## src/rtl/tg_sequencer.sv

```systemverilog
// Command sequencer for the tg traffic generator: queues test phases, drives the
// generator's configuration one phase at a time and counts TLAST handshakes to detect completion.
module tg_sequencer #(
  parameter int DEPTH = 4,
  parameter int GAP   = 4
) (
  input  logic                   clk,
  input  logic                   rst,
  input  logic                   cmd_valid,
  output logic                   cmd_ready,
  input  logic [5:0]             cmd_mode,
  input  logic [15:0]            cmd_num_packets,
  input  logic [15:0]            cmd_num_flits,
  input  logic [7:0]             cmd_last_flit_bytes,
  input  logic [15:0]            cmd_M,
  input  logic [15:0]            cmd_N,
  input  logic                   abort,
  output logic [31:0]            mode,
  output logic [31:0]            num_packets,
  output logic [31:0]            num_flits,
  output logic [31:0]            last_flit_bytes,
  output logic [31:0]            M,
  output logic [31:0]            N,
  input  logic                   mon_tvalid,
  input  logic                   mon_tready,
  input  logic                   mon_tlast,
  output logic                   busy,
  output logic                   done,
  output logic                   aborted,
  output logic [15:0]            pkt_count,
  output logic [$clog2(DEPTH):0] fifo_count
);

  localparam int AW = $clog2(DEPTH);
  localparam int EW = 78;
  localparam int GW = (GAP < 2) ? 1 : $clog2(GAP + 1);

  localparam logic [1:0] ST_IDLE = 2'd0;
  localparam logic [1:0] ST_RUN  = 2'd1;
  localparam logic [1:0] ST_GAP  = 2'd2;

  localparam logic [AW:0] PTR_ONE = 1;

  // Command storage
  logic [EW-1:0] mem [0:DEPTH-1];
  logic [EW-1:0] rd_data_q;
  logic [EW-1:0] cmd_word;
  logic [AW:0]   wr_ptr_q, wr_ptr_d;
  logic [AW:0]   rd_ptr_q, rd_ptr_d;
  logic          full;
  logic          empty;
  logic          push;
  logic          pop;

  // Sequencer state
  logic [1:0]    state_q, state_d;
  logic [GW-1:0] gap_cnt_q, gap_cnt_d;
  logic          pend_q, pend_d;
  logic [15:0]   pkt_cnt_q, pkt_cnt_d;
  logic          done_q, done_d;
  logic          aborted_q, aborted_d;
  logic          beat;

  // Configuration registers
  logic [5:0]    mode_q, mode_d;
  logic [15:0]   np_q, np_d;
  logic [15:0]   nf_q, nf_d;
  logic [7:0]    lfb_q, lfb_d;
  logic [15:0]   m_q, m_d;
  logic [15:0]   n_q, n_d;

  // Fields of the popped entry
  logic [5:0]    rd_mode;
  logic [15:0]   rd_np;
  logic [15:0]   rd_nf;
  logic [7:0]    rd_lfb;
  logic [15:0]   rd_m;
  logic [15:0]   rd_n;

  assign cmd_word = {cmd_mode, cmd_num_packets, cmd_num_flits,
                     cmd_last_flit_bytes, cmd_M, cmd_N};

  assign rd_mode = rd_data_q[77:72];
  assign rd_np   = rd_data_q[71:56];
  assign rd_nf   = rd_data_q[55:40];
  assign rd_lfb  = rd_data_q[39:32];
  assign rd_m    = rd_data_q[31:16];
  assign rd_n    = rd_data_q[15:0];

  assign fifo_count = wr_ptr_q - rd_ptr_q;
  assign full       = (fifo_count == (AW+1)'(DEPTH));
  assign empty      = (fifo_count == '0);
  assign cmd_ready  = rst && !full && !abort;
  assign push       = cmd_valid && cmd_ready;
  assign beat       = mon_tvalid && mon_tready && mon_tlast;

  // Storage array kept free of reset so it maps onto block RAM with a registered read.
  always_ff @(posedge clk) begin
    if (push) begin
      mem[wr_ptr_q[AW-1:0]] <= cmd_word;
    end
    if (pop) begin
      rd_data_q <= mem[rd_ptr_q[AW-1:0]];
    end
  end

  // A pop issues one cycle before the state can use the data (registered read), so the
  // entry is prefetched on the last cycle of RUN/GAP to keep back-to-back phases tight.
  always_comb begin
    state_d   = state_q;
    gap_cnt_d = gap_cnt_q;
    pend_d    = pend_q;
    pkt_cnt_d = pkt_cnt_q;
    done_d    = 1'b0;
    aborted_d = 1'b0;
    pop       = 1'b0;
    mode_d    = mode_q;
    np_d      = np_q;
    nf_d      = nf_q;
    lfb_d     = lfb_q;
    m_d       = m_q;
    n_d       = n_q;
    wr_ptr_d  = wr_ptr_q;
    rd_ptr_d  = rd_ptr_q;

    if (abort) begin
      state_d   = ST_IDLE;
      pend_d    = 1'b0;
      aborted_d = 1'b1;
      mode_d    = '0;
      np_d      = '0;
      nf_d      = '0;
      lfb_d     = '0;
      m_d       = '0;
      n_d       = '0;
      wr_ptr_d  = '0;
      rd_ptr_d  = '0;
    end else begin
      case (state_q)
        ST_IDLE: begin
          if (pend_q) begin
            pend_d = 1'b0;
            if (rd_np != 16'd0) begin
              mode_d    = rd_mode;
              np_d      = rd_np;
              nf_d      = rd_nf;
              lfb_d     = rd_lfb;
              m_d       = rd_m;
              n_d       = rd_n;
              pkt_cnt_d = 16'd0;
              state_d   = ST_RUN;
            end else begin
              done_d = 1'b1;
            end
          end else if (!empty) begin
            pop = 1'b1;
          end
        end
        ST_RUN: begin
          if (beat) begin
            pkt_cnt_d = pkt_cnt_q + 16'd1;
            if (pkt_cnt_q == np_q - 16'd1) begin
              done_d = 1'b1;
              mode_d = '0;
              np_d   = '0;
              nf_d   = '0;
              lfb_d  = '0;
              m_d    = '0;
              n_d    = '0;
              if (GAP == 0) begin
                state_d = ST_IDLE;
                pop     = !empty;
              end else begin
                state_d   = ST_GAP;
                gap_cnt_d = GW'(GAP);
              end
            end
          end
        end
        ST_GAP: begin
          if (gap_cnt_q == GW'(1)) begin
            state_d = ST_IDLE;
            pop     = !empty;
          end else begin
            gap_cnt_d = gap_cnt_q - GW'(1);
          end
        end
        default: begin
          state_d = ST_IDLE;
        end
      endcase

      if (push) begin
        wr_ptr_d = wr_ptr_q + PTR_ONE;
      end
      if (pop) begin
        rd_ptr_d = rd_ptr_q + PTR_ONE;
        pend_d   = 1'b1;
      end
    end
  end

  always_ff @(posedge clk) begin
    if (!rst) begin
      state_q   <= ST_IDLE;
      gap_cnt_q <= '0;
      pend_q    <= 1'b0;
      pkt_cnt_q <= '0;
      done_q    <= 1'b0;
      aborted_q <= 1'b0;
      mode_q    <= '0;
      np_q      <= '0;
      nf_q      <= '0;
      lfb_q     <= '0;
      m_q       <= '0;
      n_q       <= '0;
      wr_ptr_q  <= '0;
      rd_ptr_q  <= '0;
    end else begin
      state_q   <= state_d;
      gap_cnt_q <= gap_cnt_d;
      pend_q    <= pend_d;
      pkt_cnt_q <= pkt_cnt_d;
      done_q    <= done_d;
      aborted_q <= aborted_d;
      mode_q    <= mode_d;
      np_q      <= np_d;
      nf_q      <= nf_d;
      lfb_q     <= lfb_d;
      m_q       <= m_d;
      n_q       <= n_d;
      wr_ptr_q  <= wr_ptr_d;
      rd_ptr_q  <= rd_ptr_d;
    end
  end

  assign mode            = {26'd0, mode_q};
  assign num_packets     = {16'd0, np_q};
  assign num_flits       = {16'd0, nf_q};
  assign last_flit_bytes = {24'd0, lfb_q};
  assign M               = {16'd0, m_q};
  assign N               = {16'd0, n_q};
  assign busy            = (state_q != ST_IDLE);
  assign done            = done_q;
  assign aborted         = aborted_q;
  assign pkt_count       = pkt_cnt_q;

endmodule

```

## config.mk

```make
export PLATFORM = sky130hd
export DESIGN_NAME = tg_sequencer
export DESIGN_NICKNAME = d
export VERILOG_FILES = /design/src/rtl/tg_sequencer.sv
export SDC_FILE = /design/constraint.sdc
export NUM_CORES = 1
export LEC_CHECK = 0
export BUFFER_PORTS_ARGS = -buffer_cell sky130_fd_sc_hd__buf_2
export CAP_MARGIN = 20
export CORE_MARGIN = 2
export CORE_UTILIZATION = 40
export DETAILED_ROUTE_END_ITERATION = 10
export PLACE_DENSITY = 0.64
export SYNTH_ARGS = -nofsm -noshare
export SYNTH_HDL_FRONTEND = slang
export SYNTH_SLANG_ARGS = --single-unit
```

## constraint.sdc

```tcl
create_clock -name clk -period 10.95 [get_ports clk]
set_input_delay 1.6425 -clock clk [delete_from_list [all_inputs] [get_ports clk]]
set_output_delay 1.6425 -clock clk [all_outputs]
set_load 0.02 [all_outputs]
```

# Word level (Yosys, flattened, before mapping)
# Memory sizes are Yosys's and may differ from the RTL's. A register that Yosys moved wholly into a read port is not among the register bits.
# Index checks and enable logic that the tools add are counted.
# Widths: inputs -> output; s select.
[op_classes]
addsub = 6
eq_ne = 11
n_mux = 54
bitwise_logic = 2
n_reduce_logical = 20
[ops]
columns = ["cell", "count"]
rows = [
  ["$mux 16", 13],
  ["$pmux 16 s2", 5],
  ["$mux 8", 4],
  ["$mux 6", 4],
  ["$reduce_and 5->1", 4],
  ["$add 16x1->16 const B", 1],
  ["$eq 16x16->1", 1],
  ["$pmux 8 s2", 1],
  ["$reduce_bool 16->1", 1],
  ["$sub 16x1->16 const B", 1],
  ["$mux 1", 14],
  ["$ne 2x2->1 const B", 6],
  ["$pmux 6 s2", 1],
  ["$mux 2", 5],
  ["$mux 3", 3],
  ["$reduce_bool 2->1", 4],
  ["$add 3x1->3 const B", 2],
  ["$pmux 2 s3", 1],
  ["$pmux 3 s2", 1],
  ["$logic_and 1x1->1", 5],
  ["$pmux 1 s2", 2],
  ["$eq 3x1->1 const B", 1],
  ["$eq 3x3->1 const B", 1],
  ["$logic_not 1->1", 3],
  ["8 further kinds", 9],
]
[word_totals]
register_bits = 108
ramBits = 312
inputBits = 85
elab_cells = 108
n_memories = 1
[mem_list]
columns = ["name", "depth", "width", "rd", "rd_ports_with_merged_regs", "wr", "line_no", "rtl"]
rows = [
  ["mem", 4, 78, 1, 1, 1, "45", "logic [EW-1:0] mem [0:DEPTH-1];"],
]

# Depth between registers and ports, before layout
# Gate-level depths: netlist of the first run.
[logic_depth]
depth_word = 8
depth_mapped = 12
mapped_depth_nobuf = 9

# Least setup slack after synthesis of the first run
# OpenSTA, ideal clock, no wires.
[synth_timing]
path_type = "flip-flop to flip-flop"
startpoint = "reg wr_ptr_q[0]"
endpoint = "reg rd_data_q[0] (read register of mem), enable pin"
arrival_ns = 5.186
t_required_ns = 10.435
path_slack_ns = 5.249
path_stages_with_launch = 8
n_path_buf = 0
cell_sequence = "dfxtp_1 -> inv_1 -> ha_1 -> fa_1 -> xnor2_1 -> xnor2_1 -> o31ai_1 -> nor2_1"
[synth_between]
elab_chain_len = 7
[synth_lines]
columns = ["item", "line_no", "rtl"]
rows = [
  ["from (decl)", "48", "logic [AW:0] wr_ptr_q, wr_ptr_d;"],
  ["from (signal assigned)", "232", "wr_ptr_q <= wr_ptr_d;"],
  ["$sub 3x3->3 *", "90", "assign fifo_count = wr_ptr_q - rd_ptr_q;"],
  ["via fifo_count[2]", "31", "output logic [$clog2(DEPTH):0] fifo_count"],
  ["$logic_not 3->1 *", "92", "assign empty = (fifo_count == '0);"],
  ["$mux 1 / $logic_not 1->1 (equally long branches)", "155, 183", ""],
  ["$mux 1, on equally long branches", "141, 181", ""],
  ["$pmux 1 s2 *", "139", "case (state_q)"],
  ["$mux 1 * (2 in a row)", "126", "if (abort) begin"],
  ["via pop", "53", "logic pop;"],
  ["to (decl)", "46", "logic [EW-1:0] rd_data_q;"],
]
# Mark *: on every way through the listed nets, which the timed path passes. The rest lies on a longest branch. The select of a mux whose other input is x is not followed.
# A chain may end at the register's enable or synchronous reset.

# Worst setup path in the final report of the first run
[layout_timing]
startpoint = "in abort"
endpoint = "out cmd_ready"
[layout_between]
elab_chain_len = 2
[layout_lines]
columns = ["item", "line_no", "rtl"]
rows = [
  ["from (decl)", "17", "input logic abort,"],
  ["$logic_not 1->1", "93", "assign cmd_ready = rst && !full && !abort;"],
  ["$logic_and 1x1->1", "93", ""],
  ["to (decl)", "10", "output logic cmd_ready,"],
]
# No other way between the ends.

==> results of run 1 <==
## registers in the layout (all words and copies together), names as in the netlist, 6 cells and up
signal	flops
mem	312
rd_data_q	78
m_q	16
n_q	16
nf_q	16
np_q	16
pkt_count	16
lfb_q	8
mode_q	6
## worst max-delay path: cells and delay by family
| family | cells | cell delay, ns |
|---|---|---|
| AO/OA/AOI/OAI | 1 | 0.61 |
| buffers and inverters | 2 | 0.47 |
| AND/OR/NAND/NOR | 1 | 0.44 |
## power by group
part	internal (uW)	total, uW	switching, uW
combinational	206	544	338
clock	1140	1880	741
sequential	2200	2280	81.6
total	3540	4700	1160
## kinds of logic after synthesis
group | count (synthesis) | share of synthesized area, %
fa+ha+maj | 14 | 0.928
mux | 80 | 9.03
simple gates | 214 | 6.28
buf+inv | 198 | 6.10
xor+xnor | 38 | 1.69
other cells | 1 | 0.0191
compound gates | 120 | 5.44
flops | 498 | 70.5
## metrics by stage
stage	hold slack [ns]	area [um2]	setup slack [ns]	total power, uW
6_report	0.472	22800	6.12	4700
5_1_grt	0.493	22700	6.03	4890
4_1_cts	0.474	22700	6.16	4760
3_5_place_dp	0.461	20900	6.16	2870
3_3_place_gp	0.451	20900	6.27	2860
2_1_floorplan	0.444	20100	5.25	2720
## cells in the mapped netlist (4+ instances only)
master    count  area, um2
edfxtp_1    390      11700
buf_4       115        863
dfxtp_1     108       2160
and3_1       87        544
a221o_1      79        791
mux4_2       78       1760
clkbuf_1     55        206
nor2_1       39        146
xor2_1       23        201
nand2_1      19       71.3
inv_1        18       67.6
xnor2_1      15        131
nand3_1      14       70.1
ha_1         13        163
a21oi_1      10       50.1
nor3_1        9       45.0
nor4_1        7       43.8
o21ai_0       7       35.0
buf_1         5       18.8
nand2b_1      5       31.3
nand4_1       5       31.3
a31oi_1       4       25.0
or4_1         4       30.0
## area by class of cell
cell class,count,area [um2],share of cell area [%]
repair buffers,199,1050,4.63
well taps,664,831,3.65
diodes,3,7.51,0.0330
clock buffers,64,1380,6.04
multi-input cells,580,5070,22.3
inverters,18,67.6,0.297
flip-flops and latches,498,13900,61.0
clock inverters,32,468,2.06
## layer usage
metal	vias to the layer above	global-route usage, %
met3	65	4.58
met5	-	0
li1	4749	-
met4	18	4.68
met1	5390	21.9
met2	397	27.3
## final timing paths
kind	from	end	slack (ns)
setup / recovery	abort	cmd_ready	6.12
hold / removal	pend_q	pend_q	0.47
setup reg to reg	rd_ptr_q[0]	rd_data_q[61]	6.94
hold reg to reg	pend_q	pend_q	0.47
==> summary.txt, run 1 <==
Synthesis
  – Top FF cell, synth: edfxtp_1
  – Number of flip-flops and latches in the synthesized netlist: between 400 and 500
  – Sequential element share of the synthesized area: 70.5%
  – Number of distinct library cell variants in the gate-level netlist after synthesis: 56
  – Post-synth EDFFs: approximately 400
  – Warnings from Yosys: 0
  – Mean instance size in the synthesized netlist: between 15 and 20 um2
  – Synthesized netlist cell count: 1,163
  – Syn Std Cell Area: 19,700 um2
  – Share of flip-flops with an asynchronous set or reset: 0%

Floorplanning
  – Num rows: 81
  – Initial cell density of the core: between 40% and 50%
  – Std-Cell Core Area: slightly below 50,000 um2
  – Floorplan die height: about 230 um
  – I/O pin count: 300
  – Area of the die: roughly 50,000 um2
  – Die width: ~230 um

Clock network
  – Max clock buf depth: 3
  – CTS sink cnt: 498
  – Post-CTS Setup Inserts: 0
  – Total clock buffers created by CTS: 51
  – Clock Latency Late Sink: around 0.6 ns
  – Clock root cell: clkbuf_16
  – Number of gates resized after cts: 0
  – TritonCTS clock tree: yes
  – Hold-fix buffers at CTS: 0
  – Clk pin slew, worst setup/hold paths: 0.06 ns
  – # H-tree levels: 2

STA
  – Top achievable clock speed: between 200 and 250 MHz
  – Final Hold Vio Count: 0
  – Shortest period the worst path allows: between 4 and 5 ns
  – Final setup viols: 0
  – RSZ-0062 raised after global routing: no
  – Relative max-transition margin: roughly a quarter
  – Total negative slack: 0 ns
  – Measured slew at the worst slew-check pin: around 1.1 ns
  – Final max-slew violation count: 0
  – Max Clock Skew: 0.0148 ns
  – Final worst path period share: 44.1%

Routing
  – Drt wl/cell: 20.6 um
  – Met3 routed WL: approximately 3400 um
  – Via count: about 11,000
  – Total routed wirelength: 42,500 um
  – WL met2: 20,300 um
  – Highest metal used: met5
  – Metal-1 WL: about 18,000 um
  – DRC: 0
  – Detailed-router iteration count before antenna repair: 5
  – Vias per inst: 5.16
  – Antenna violation net count after detailed routing: 0
  – Starting DRC count in detailed routing: 864

Critical path
  – Cell type of the slowest stage on the worst timing path: a31oi_1
  – Data arrival at the endpoint of the critical path: between 3 and 4 ns
  – Required @ worst endpoint: approximately 9.3 ns
  – Largest fanout on the critical path: 14
  – Launching element type of the critical path: input port
  – Most common cell on crit path: buf_2
  – Max stage delay on crit path: 0.61 ns
  – Ordered list of cells on the worst path: buf_2 -> nand2b_1 -> a31oi_1 -> buf_2
  – Critical Path End Type: primary output
  – Depth of the most critical reg-to-reg path: 7
  – Type of the setup path with the least slack: input port to primary output

Run status
  – Status: completed

Global route
  – Vias in the first global route: between 10,000 and 15,000
  – Global route overflow: 0
  – Pin count of the biggest net entering global routing: 83
  – Total routing resource utilization after global routing: between 10% and 20%
  – First-pass GRT wire length: between 60,000 and 70,000 um
  – Antenna violations before repair: 14

Final layout
  – Most common cell after layout, fill and taps aside: edfxtp_1
  – Total number of nets in the final design: around 1,400
  – Final standard cell utilization of the core: approximately 47%
  – Commonest cells after routing, fill and taps aside: edfxtp_1, buf_2, conb_1, dfxtp_1, and3_1
  – Proportion of layout cells with a drive suffix above 1: between 20% and 30%
  – Synth-to-layout area growth: 15.7%
  – Count of non-filler cells in the finished layout: 2,058
  – Number of fill cells in the layout: between 4,000 and 5,000

Placement
  – DPL Wire Length: roughly 24,000 um
  – Quantity of I/O buffers inserted on ports: around 190
  – Placed cells: between 1,500 and 2,000
  – Final RePlAce weighted congestion: 0.811

Hold path
  – Worst Hold Depth: 2
  – Path type of the worst min-delay path: flop to flop

Run
  – Number of max-cap violations: 0

Pwr
  – Static leakage: 0.00845 uW
  – Power Dens Cells: just over 200 nW/um2
  – Maximum vdd ir drop: approximately 0.15 mV
No activity file was read; power rests on OpenSTA's default activity.
==> run 2: changes to the inputs <==
clock period = 5 ns   (was 10.95 ns; I/O delays follow)
==> summary.txt, run 2 (synthesized netlist as in run 1, its figures left out) <==
Final layout
  – Final standard cell utilization of the core: 46.5% (-0.13 points)
  – Proportion of layout cells with a drive suffix above 1: 26.4% (-0.95 points)
  – Count of non-filler cells in the finished layout: 2,060 (+0.097%)
  – Total non-filler cell area in the finished layout: 22,700 um2 (-0.28%)
  – Flip-flop count of the largest register, all copies and words added: 312 (unchanged)
  – Total number of nets in the final design: 1,448 (+0.069%)
  – Most common cell after layout, fill and taps aside: edfxtp_1
  – Number of fill cells in the layout: 4,188 (+1.4%)
  – Synth-to-layout area growth: 15.3%
  – Commonest cells after routing, fill and taps aside: edfxtp_1, buf_2, conb_1, dfxtp_1, and3_1

Clock network
  – Total clock buffers created by CTS: 53 (+3.9%)
  – Hold-fix buffers at CTS: 0 (unchanged)
  – Number of gates resized after cts: 0 (unchanged)
  – # H-tree levels: 2 (unchanged)
  – Clock root cell: clkbuf_16
  – Max clock buf depth: 3 (unchanged)
  – Post-CTS Setup Inserts: 0 (unchanged)
  – Clk pin slew, worst setup/hold paths: 0.06 ns (about the same)
  – Clock Latency Late Sink: 0.60 ns (about the same)
  – CTS sink cnt: 498 (unchanged)
  – TritonCTS clock tree: yes

Critical path
  – Critical Path End Type: primary output
  – Launching element type of the critical path: flop
  – Data arrival at the endpoint of the critical path: 2.85 ns (-0.34 ns)
  – Largest fanout on the critical path: 37 (+23)
  – Required @ worst endpoint: 4.25 ns (-5.06 ns)
  – Type of the setup path with the least slack: flop to primary output

Global route
  – Pin count of the biggest net entering global routing: 79 (-4.8%)
  – Global route overflow: 0 (unchanged)
  – Total routing resource utilization after global routing: 16.7% (about the same)
  – Vias in the first global route: 10,600 (+0.39%)
  – First-pass GRT wire length: 63,700 um (-0.77%)
  – Antenna violations before repair: 13 (-1)

Pwr
  – Maximum vdd ir drop: 0.271 mV (+83%)
  – Static leakage: 0.00841 uW (-0.51%)
  – Power Dens Cells: 444 nW/um2 (+110%)

STA
  – RSZ-0062 raised after global routing: no
  – Max Clock Skew: 0.0174 ns (+0.00252 ns)
  – Measured slew at the worst slew-check pin: 1.07 ns (-0.0347 ns)
  – Final max-slew violation count: 0 (unchanged)
  – Top achievable clock speed: ~280 MHz
  – Final worst path period share: 72.0%
  – Final setup viols: 0 (unchanged)
  – Total negative slack: 0 ns (unchanged)
  – Shortest period the worst path allows: about 3.6 ns
  – Final Hold Vio Count: 0 (unchanged)
  – Relative max-transition margin: 28.6% (+2.3 points)

Floorplanning
  – I/O pin count: 300 (unchanged)
  – Num rows: 81 (unchanged)
  – Floorplan die height: 226 um (unchanged)
  – Area of the die: 51,000 um2 (unchanged)
  – Initial cell density of the core: 40.4% (unchanged)
  – Die width: 226 um (unchanged)
  – Std-Cell Core Area: 48,700 um2 (unchanged)

Routing
  – Via count: 10,500 (-1.0%)
  – Starting DRC count in detailed routing: 758 (-12%)
  – Detailed-router iteration count before antenna repair: 5 (unchanged)
  – DRC: 0 (unchanged)
  – Total routed wirelength: 42,500 um (about the same)
  – Antenna violation net count after detailed routing: 0 (unchanged)
  – Drt wl/cell: 20.6 um (-0.12%)
  – Vias per inst: 5.10 (-1.1%)

Placement
  – Placed cells: 1,957 (unchanged)
  – Quantity of I/O buffers inserted on ports: 185 (unchanged)
  – DPL Wire Length: 24,600 um (+1.8%)
  – Final RePlAce weighted congestion: 0.771 (-4.9%)
  – DP Area: 20,900 um2 (+0.37%)

Run
  – Number of max-cap violations: 0 (unchanged)

Hold path
  – Path type of the worst min-delay path: input port to flop

Run status
  – Status: completed
run 2: cell types whose count changed in the layout (fill, tap and decap cells not counted), sizes merged:
cell | before | now
buf | 199 | 198
bufinv | 10 | 4
clkbuf | 64 | 79
clkinv | 13 | 14
clkinvlp | 4 | 0
diode | 3 | 4
inv | 23 | 19
run 2: routing by layer:
| metal | wire length (um) | part of all wire [%] | vias to the layer above | track usage [%] |
|---|---|---|---|---|
| met1 | 18400 | 43 | 5333 | 21.7 |
| met5 | 80 | 0.19 | - | 0 |
| met3 | 3250 | 7.6 | 69 | 5.40 |
| met2 | 20000 | 47 | 337 | 27.2 |
| met4 | 716 | 1.7 | 14 | 4.10 |
| li1 | - | - | 4759 | - |
run 2: cell type report:
cell class	instances	area, um2	area share [%]
Clock buffer	79	1520	6.68
Timing Repair Buffer	198	1100	4.83
Clock inverter	19	219	0.965
Sequential cell	498	13900	61.2
Inverter	18	67.6	0.298
Multi-Input combinational cell	580	5070	22.4
Antenna cell	4	10.0	0.0441
Tap cell	664	831	3.66
run 2: final timing paths:
check | startpoint | end | slack (ns) | depth (start not counted)
setup / recovery | rd_ptr_q[0] | cmd_ready | 1.40 | 6
hold / removal | cmd_num_flits[3] | mem[0][43] | 0.36 | 1
setup reg to reg | np_q[0] | m_q[5] | 1.53 | 10
hold reg to reg | pend_q | pend_q | 0.47 | 2
run 2: through the flow:
| stage | setup slack, ns | total power [uW] | hold WS (ns) |
|---|---|---|---|
| floorplan | 0.540 | 5960 | 0.444 |
| global placement | 1.51 | 6280 | 0.450 |
| detailed placement | 1.43 | 6310 | 0.457 |
| CTS | 1.25 | 10200 | 0.323 |
| global route | 1.11 | 10500 | 0.330 |
| finish | 1.40 | 10100 | 0.365 |
run 2: report_power, final:
| part | total [uW] | internal (uW) | switching (uW) |
|---|---|---|---|
| Sequential | 4980 | 4810 | 170 |
| Combinational | 1210 | 465 | 750 |
| Clock | 3880 | 2300 | 1580 |
run 2: worst max-delay path: stages (launching register included):
cell     delay, ns
dfxtp_4       0.81
ha_1          0.29
fa_1          0.18
xnor2_1       0.14
xnor2_1       0.13
a31oi_1       0.42
buf_2         0.28
